### config.mk
export PLATFORM = sky130hd
export DESIGN_NAME = mips_multicycle_ctrl_flat
export DESIGN_NICKNAME = d
export VERILOG_FILES = /design/src/rtl/mips_pkg.sv /design/src/rtl/mips_multicycle_ctrl_if.sv /design/src/rtl/mips_ctrl_out_dec.sv /design/src/rtl/mips_multicycle_ctrl.sv /design/src/flat_wrapper.sv
export SDC_FILE = /design/constraint.sdc
export NUM_CORES = 1
export LEC_CHECK = 0
export BUFFER_PORTS_ARGS = -buffer_cell sky130_fd_sc_hd__buf_4
export CAP_MARGIN = 20
export CORE_UTILIZATION = 34
export DETAILED_ROUTE_END_ITERATION = 10
export GPL_TIMING_DRIVEN = 0
export PLACE_DENSITY = 0.66
export SLEW_MARGIN = 10
export SYNTH_ARGS = -nofsm -noshare
export SYNTH_HDL_FRONTEND = slang
export SYNTH_HIERARCHICAL = 1
export SYNTH_SLANG_ARGS = --single-unit
### constraint.sdc
create_clock -name clk -period 5 [get_ports clk]
set_input_delay 0.25 -clock clk [delete_from_list [all_inputs] [get_ports clk]]
set_output_delay 0.25 -clock clk [all_outputs]
set_load 0.005 [all_outputs]
### src/rtl/mips_pkg.sv
// Shared constants for the multicycle MIPS control path: opcodes, FSM state
// encodings, ALU/mux select codes and the control-word layout.
package mips_pkg;

    localparam logic [5:0] OP_RTYPE = 6'b000000;
    localparam logic [5:0] OP_LW    = 6'b100011;
    localparam logic [5:0] OP_SW    = 6'b101011;
    localparam logic [5:0] OP_BEQ   = 6'b000100;
    localparam logic [5:0] OP_BNE   = 6'b000101;
    localparam logic [5:0] OP_ADDI  = 6'b001000;
    localparam logic [5:0] OP_J     = 6'b000010;

    localparam logic [1:0] ALUOP_ADD   = 2'b00;
    localparam logic [1:0] ALUOP_SUB   = 2'b01;
    localparam logic [1:0] ALUOP_FUNCT = 2'b10;

    localparam logic [1:0] SRCB_REG     = 2'b00;
    localparam logic [1:0] SRCB_FOUR    = 2'b01;
    localparam logic [1:0] SRCB_IMM     = 2'b10;
    localparam logic [1:0] SRCB_IMM_SH2 = 2'b11;

    localparam logic [1:0] PCSRC_ALU    = 2'b00;
    localparam logic [1:0] PCSRC_ALUOUT = 2'b01;
    localparam logic [1:0] PCSRC_JUMP   = 2'b10;

    typedef enum logic [3:0] {
        S_IDLE    = 4'd0,
        S_FETCH   = 4'd1,
        S_DECODE  = 4'd2,
        S_MEMADR  = 4'd3,
        S_MEMRD   = 4'd4,
        S_MEMWB   = 4'd5,
        S_MEMWR   = 4'd6,
        S_RTYPEEX = 4'd7,
        S_RTYPEWB = 4'd8,
        S_BEQEX   = 4'd9,
        S_ADDIEX  = 4'd10,
        S_ADDIWB  = 4'd11,
        S_JEX     = 4'd12,
        S_BNEEX   = 4'd13
    } state_t;

    typedef struct packed {
        logic       ir_write;
        logic       mem_write;
        logic       reg_write;
        logic       iord;
        logic       mem_to_reg;
        logic       reg_dst;
        logic       alu_src_a;
        logic [1:0] alu_src_b;
        logic [1:0] alu_op;
        logic [1:0] pc_src;
        logic       pc_write;
        logic       branch;
        logic       branch_ne;
    } ctrl_t;

    // Last state of an instruction; leaving it retires that instruction.
    function automatic logic is_terminal(input state_t s);
        case (s)
            S_MEMWB, S_MEMWR, S_RTYPEWB, S_ADDIWB, S_BEQEX, S_JEX: is_terminal = 1'b1;
`ifdef MIPS_CTRL_BNE_EN
            S_BNEEX: is_terminal = 1'b1;
`endif
            default: is_terminal = 1'b0;
        endcase
    endfunction

endpackage

### src/rtl/mips_multicycle_ctrl_if.sv
// Controller <-> datapath bundle: instruction fields and flags in, control
// strobes, mux selects and debug visibility out.
interface mips_multicycle_ctrl_if #(parameter int CNT_W = 32);
    logic [5:0]       opcode;
    logic             zero;
    logic             ir_write;
    logic             mem_write;
    logic             reg_write;
    logic             iord;
    logic             mem_to_reg;
    logic             reg_dst;
    logic             alu_src_a;
    logic [1:0]       alu_src_b;
    logic [1:0]       alu_op;
    logic [1:0]       pc_src;
    logic             pc_en;
    logic [3:0]       state_o;
    logic [CNT_W-1:0] retired;

    modport master (
        input  opcode, zero,
        output ir_write, mem_write, reg_write, iord, mem_to_reg, reg_dst,
               alu_src_a, alu_src_b, alu_op, pc_src, pc_en, state_o, retired
    );

    modport slave (
        output opcode, zero,
        input  ir_write, mem_write, reg_write, iord, mem_to_reg, reg_dst,
               alu_src_a, alu_src_b, alu_op, pc_src, pc_en, state_o, retired
    );
endinterface

### src/rtl/mips_ctrl_out_dec.sv
// Moore output lookup: maps the current FSM state onto the full control word.
// Optional BNE support is controlled by the MIPS_CTRL_BNE_EN macro.
module mips_ctrl_out_dec
    import mips_pkg::*;
(
    input  state_t state,
    output ctrl_t  ctrl
);

    // Per-state control word; unlisted fields stay zero.
    always_comb begin
        ctrl = '0;
        case (state)
            S_FETCH: begin
                ctrl.ir_write  = 1'b1;
                ctrl.pc_write  = 1'b1;
                ctrl.alu_src_b = SRCB_FOUR;
            end
            S_DECODE: ctrl.alu_src_b = SRCB_IMM_SH2;
            S_MEMADR: begin
                ctrl.alu_src_a = 1'b1;
                ctrl.alu_src_b = SRCB_IMM;
            end
            S_MEMRD: ctrl.iord = 1'b1;
            S_MEMWB: begin
                ctrl.mem_to_reg = 1'b1;
                ctrl.reg_write  = 1'b1;
            end
            S_MEMWR: begin
                ctrl.iord      = 1'b1;
                ctrl.mem_write = 1'b1;
            end
            S_RTYPEEX: begin
                ctrl.alu_src_a = 1'b1;
                ctrl.alu_op    = ALUOP_FUNCT;
            end
            S_RTYPEWB: begin
                ctrl.reg_dst   = 1'b1;
                ctrl.reg_write = 1'b1;
            end
            S_BEQEX: begin
                ctrl.alu_src_a = 1'b1;
                ctrl.alu_op    = ALUOP_SUB;
                ctrl.pc_src    = PCSRC_ALUOUT;
                ctrl.branch    = 1'b1;
            end
            S_ADDIEX: begin
                ctrl.alu_src_a = 1'b1;
                ctrl.alu_src_b = SRCB_IMM;
            end
            S_ADDIWB: ctrl.reg_write = 1'b1;
            S_JEX: begin
                ctrl.pc_src   = PCSRC_JUMP;
                ctrl.pc_write = 1'b1;
            end
`ifdef MIPS_CTRL_BNE_EN
            S_BNEEX: begin
                ctrl.alu_src_a = 1'b1;
                ctrl.alu_op    = ALUOP_SUB;
                ctrl.pc_src    = PCSRC_ALUOUT;
                ctrl.branch_ne = 1'b1;
            end
`endif
            default: ctrl = '0;
        endcase
    end

endmodule

### src/rtl/mips_multicycle_ctrl.sv
// Main control FSM of the multicycle MIPS datapath plus retired-instruction counter.
// Defining MIPS_CTRL_BNE_EN adds the BNE instruction path.
module mips_multicycle_ctrl
    import mips_pkg::*;
#(
    parameter int CNT_W = 32
) (
    input  logic                    clk,
    input  logic                    rst_n,
    mips_multicycle_ctrl_if.master  bus
);

    localparam logic [CNT_W-1:0] CNT_ONE = {{(CNT_W-1){1'b0}}, 1'b1};

    state_t           state_r;
    state_t           state_next_s;
    logic [CNT_W-1:0] retired_r;
    ctrl_t            ctrl_s;

    // State register.
    always_ff @(posedge clk or negedge rst_n) begin
        if (!rst_n) begin
            state_r <= S_IDLE;
        end else begin
            state_r <= state_next_s;
        end
    end

    // Next-state logic; anything unrecognised falls back to FETCH.
    always_comb begin
        state_next_s = S_FETCH;
        case (state_r)
            S_IDLE:   state_next_s = S_FETCH;
            S_FETCH:  state_next_s = S_DECODE;
            S_DECODE: begin
                case (bus.opcode)
                    OP_LW, OP_SW: state_next_s = S_MEMADR;
                    OP_RTYPE:     state_next_s = S_RTYPEEX;
                    OP_BEQ:       state_next_s = S_BEQEX;
                    OP_ADDI:      state_next_s = S_ADDIEX;
                    OP_J:         state_next_s = S_JEX;
`ifdef MIPS_CTRL_BNE_EN
                    OP_BNE:       state_next_s = S_BNEEX;
`endif
                    default:      state_next_s = S_FETCH;
                endcase
            end
            S_MEMADR: begin
                if (bus.opcode == OP_LW) begin
                    state_next_s = S_MEMRD;
                end else begin
                    state_next_s = S_MEMWR;
                end
            end
            S_MEMRD:   state_next_s = S_MEMWB;
            S_RTYPEEX: state_next_s = S_RTYPEWB;
            S_ADDIEX:  state_next_s = S_ADDIWB;
            default:   state_next_s = S_FETCH;
        endcase
    end

    // Retired counter: bumps only when a completed instruction hands back to FETCH.
    always_ff @(posedge clk or negedge rst_n) begin
        if (!rst_n) begin
            retired_r <= '0;
        end else if (is_terminal(state_r) && (state_next_s == S_FETCH)) begin
            retired_r <= retired_r + CNT_ONE;
        end else begin
            retired_r <= retired_r;
        end
    end

    mips_ctrl_out_dec u_out_dec (
        .state (state_r),
        .ctrl  (ctrl_s)
    );

    // branch_ne is forced low by the decoder when BNE support is compiled out.
    assign bus.pc_en      = ctrl_s.pc_write | (ctrl_s.branch & bus.zero)
                          | (ctrl_s.branch_ne & ~bus.zero);
    assign bus.ir_write   = ctrl_s.ir_write;
    assign bus.mem_write  = ctrl_s.mem_write;
    assign bus.reg_write  = ctrl_s.reg_write;
    assign bus.iord       = ctrl_s.iord;
    assign bus.mem_to_reg = ctrl_s.mem_to_reg;
    assign bus.reg_dst    = ctrl_s.reg_dst;
    assign bus.alu_src_a  = ctrl_s.alu_src_a;
    assign bus.alu_src_b  = ctrl_s.alu_src_b;
    assign bus.alu_op     = ctrl_s.alu_op;
    assign bus.pc_src     = ctrl_s.pc_src;
    assign bus.state_o    = state_r;
    assign bus.retired    = retired_r;

endmodule

### src/flat_wrapper.sv
// flat-port wrapper written by rule: the top's interface ports become plain ports
module mips_multicycle_ctrl_flat import mips_pkg::*;
#(
    parameter int CNT_W = 32
)
  (clk, rst_n, bus_opcode, bus_zero, bus_ir_write, bus_mem_write, bus_reg_write, bus_iord, bus_mem_to_reg, bus_reg_dst, bus_alu_src_a, bus_alu_src_b, bus_alu_op, bus_pc_src, bus_pc_en, bus_state_o, bus_retired);
  mips_multicycle_ctrl_if #(.CNT_W(CNT_W)) bus_i ();
  input  logic clk;
  input  logic rst_n;
  input wire logic [$bits(bus_i.opcode)-1:0] bus_opcode;
  input wire logic [$bits(bus_i.zero)-1:0] bus_zero;
  output wire logic [$bits(bus_i.ir_write)-1:0] bus_ir_write;
  output wire logic [$bits(bus_i.mem_write)-1:0] bus_mem_write;
  output wire logic [$bits(bus_i.reg_write)-1:0] bus_reg_write;
  output wire logic [$bits(bus_i.iord)-1:0] bus_iord;
  output wire logic [$bits(bus_i.mem_to_reg)-1:0] bus_mem_to_reg;
  output wire logic [$bits(bus_i.reg_dst)-1:0] bus_reg_dst;
  output wire logic [$bits(bus_i.alu_src_a)-1:0] bus_alu_src_a;
  output wire logic [$bits(bus_i.alu_src_b)-1:0] bus_alu_src_b;
  output wire logic [$bits(bus_i.alu_op)-1:0] bus_alu_op;
  output wire logic [$bits(bus_i.pc_src)-1:0] bus_pc_src;
  output wire logic [$bits(bus_i.pc_en)-1:0] bus_pc_en;
  output wire logic [$bits(bus_i.state_o)-1:0] bus_state_o;
  output wire logic [$bits(bus_i.retired)-1:0] bus_retired;
  assign bus_i.opcode = bus_opcode;
  assign bus_i.zero = bus_zero;
  assign bus_ir_write = bus_i.ir_write;
  assign bus_mem_write = bus_i.mem_write;
  assign bus_reg_write = bus_i.reg_write;
  assign bus_iord = bus_i.iord;
  assign bus_mem_to_reg = bus_i.mem_to_reg;
  assign bus_reg_dst = bus_i.reg_dst;
  assign bus_alu_src_a = bus_i.alu_src_a;
  assign bus_alu_src_b = bus_i.alu_src_b;
  assign bus_alu_op = bus_i.alu_op;
  assign bus_pc_src = bus_i.pc_src;
  assign bus_pc_en = bus_i.pc_en;
  assign bus_state_o = bus_i.state_o;
  assign bus_retired = bus_i.retired;
  mips_multicycle_ctrl #(.CNT_W(CNT_W)) u_core (.clk(clk), .rst_n(rst_n), .bus(bus_i));
endmodule
==> flow_summary.toml <==
[cells_and_area]
fin_nets = 281
final_util = 0.470
n_antenna_cell = 0
final_common_cell = "buf_4"
final_cell_mix = "62 x buf_4, 36 x dfrtp_1, 19 x xnor2_1, 18 x nor2_1, 17 x nand2_1"
syn2layout_area_growth_pct = 30.9
drive_gt1_frac = 0.313
fill_cells = 544

[critical_path]
critPathKind = "flip-flop to output pin"
worstPathMaxFanout = 10
r2r_cells = 5
worstSetupStartpointType = "flip-flop"
cp_cell_sequence = "buf_2 -> nand2b_1 -> nor2_1 -> a211o_1 -> buf_4"
endpoint_kind = "output pin"
critPathSlowestCell = "dfrtp_1"
worstPathArrival_ps = 1760
cp.required_ps = 4750
slowest_delay_ps = 510

[outcome]
status = "finished clean"

[clock_network]
clk_latency_ps = 290
cts_made_buffers = 5
clock_path_buffers = 2
postCtsSetupRepairBufs = 0
cts.sinks = 36
cts_tree = "built"
root_buffer = "clkbuf_8"
clk_pin_slew_worst_paths_ps = 70
cts_max_level = 2
cts_resized = 0
hold_buffers = 1

[detailed_routing]
wl_per_cell_um = 13.0
first_iter_violations = 123
vias_per_cell = 4.80
drt_first_pass_iters = 4
wl_mm = 4.49
ant_nets = 0
drc = 0
vias = 1651

[timing]
finalHoldViolCount = 0
setup_violations = 0
max_freq_mhz = 497
period_minus_slack_ps = 2010
rsz0062_at_grt = "no"
fin_crit_sh = 0.402
skew_ps = 3.21
drv_slew = 0
setup_ws_ps = 2990
tns_ps = 0

[yosys]
synth_flop_cell = "dfrtp_1"
synth_enable_flop_cells = 0
synthArstFlopShare = 1.00
ys_ff_latch = 36
seq_area_frac_synth = 0.444
synthCells = 205
syn_avg_cell_area_um2 = 9.89
synth_warnings = 6
syn_nets = 215
ys_types = 41
synth_area_mm2 = 0.00203

[global_routing]
grt_pass1_wl_mm = 7.51
antenna_found_initial = 0
grt_pass1_vias = 1542
grtUsageTotal = 0.155
grt_max_degree = 37
overflow = 0

[worst_hold_path]
hold_path.class = "input pin to flip-flop"
min_path_cells = 4

[floorplanning]
placementRows = 27
pin_count = 59
die_h_um = 79.2
core_area_mm2 = 0.00564
fp.dieW_um = 79.2
initial_core_util = 0.359
die-area_mm2 = 0.00627

[power]
p_leak_uw = 0.00129
power_density_mw_per_mm2 = 378
peakVddDrop_mv = 0.248

[placement]
hpwlAfterDp_mm = 3.19
gp_congestion = 0.763
dp_slack_ps = 3060
port_buffers = 58

[run]
drv_cap = 0
## layout make-up
cell class | instances | area (um2) | share of cell area
inverter | 4 | 15.0 | 0.00566
multi-input combinational | 156 | 1050 | 0.396
tap | 72 | 90.1 | 0.0340
timing repair buffer | 59 | 445 | 0.168
clock buffer | 8 | 90.1 | 0.0340
buffer | 9 | 60.1 | 0.0226
sequential | 36 | 901 | 0.340
## state kept, by name (all words and copies together), names as in the netlist
register            cells
u_core/bus.retired     32
u_core/bus.state_o      4
## worst max-delay path: cells and delay by family, from the launching register on
kind / cells / cell delay (ps)
flip-flops: 1 / 510
buffers and inverters: 2 / 390
AND/OR/NAND/NOR: 2 / 280
AO/OA/AOI/OAI: 1 / 290
## worst paths after layout
path | slack (ps) | endpoint | startpoint
max | 2990 | bus_pc_en | u_core/bus.state_o[1]$_DFF_PN0_
min | 290 | u_core/bus.state_o[3]$_DFF_PN0_ | bus_opcode[4]
max reg2reg | 3050 | u_core/bus.retired[7]$_DFFE_PN0P_ | u_core/bus.state_o[2]$_DFF_PN0_
min reg2reg | 480 | u_core/bus.retired[31]$_DFFE_PN0P_ | u_core/bus.retired[31]$_DFFE_PN0P_
max in group asynchronous | 4230 | u_core/bus.state_o[3]$_DFF_PN0_ | rst_n
min in group asynchronous | 450 | u_core/bus.retired[26]$_DFFE_PN0P_ | rst_n
## power by group
group | internal, uW | switching, uW | total (uW)
sequential | 328 | 59.2 | 388
clock | 112 | 102 | 215
combinational | 209 | 192 | 401
## kinds of logic after synthesis
family	share of synthesized area
xor+xnor	0.151
compound gates	0.0512
mux	0.00556
flops	0.444
other cells	0.00185
fa+ha+maj	0.00617
buf+inv	0.0370
simple gates	0.302
## cells in the mapped netlist, types with 2 or more instances
master	count	area (um2)
a21oi_1	6	30.0
and3_1	6	37.5
and4_1	3	26.3
buf_2	3	15.0
buf_4	4	30.0
dfrtp_1	36	901
inv_1	4	15.0
nand2_1	17	63.8
nand2b_1	3	18.8
nand3_1	12	60.1
nand3_2	2	20.0
nand4_1	7	43.8
nor2_1	18	67.6
nor2b_1	3	18.8
nor3_1	13	65.1
nor3b_1	2	15.0
nor4_2	5	62.6
o21ai_0	2	10.0
o22ai_1	2	12.5
or2b_1	2	15.0
or3b_1	2	17.5
xnor2_1	19	166
xor2_1	16	140
## through the flow
step                      total power [uW]  hold slack, ps  instances  instance area (um2)
after detailed placement               794             234        335                 2550
after global routing                  1080             320        344                 2650
after global placement                 787             237        335                 2550
after CTS                             1020             271        344                 2650
after floorplan                        621           -45.6        205                 2030
final                                 1000             287        344                 2650
## routing by layer
layer | share of wire | up-vias | track usage
li1 | - | 839 | -
met1 | 0.47 | 777 | 0.209
met2 | 0.47 | 30 | 0.238
met3 | 0.048 | 5 | 0.0414
met4 | 0.012 | 0 | 0.0545
met5 | 0 | - | 0
Power figures use the tool's default switching activity.
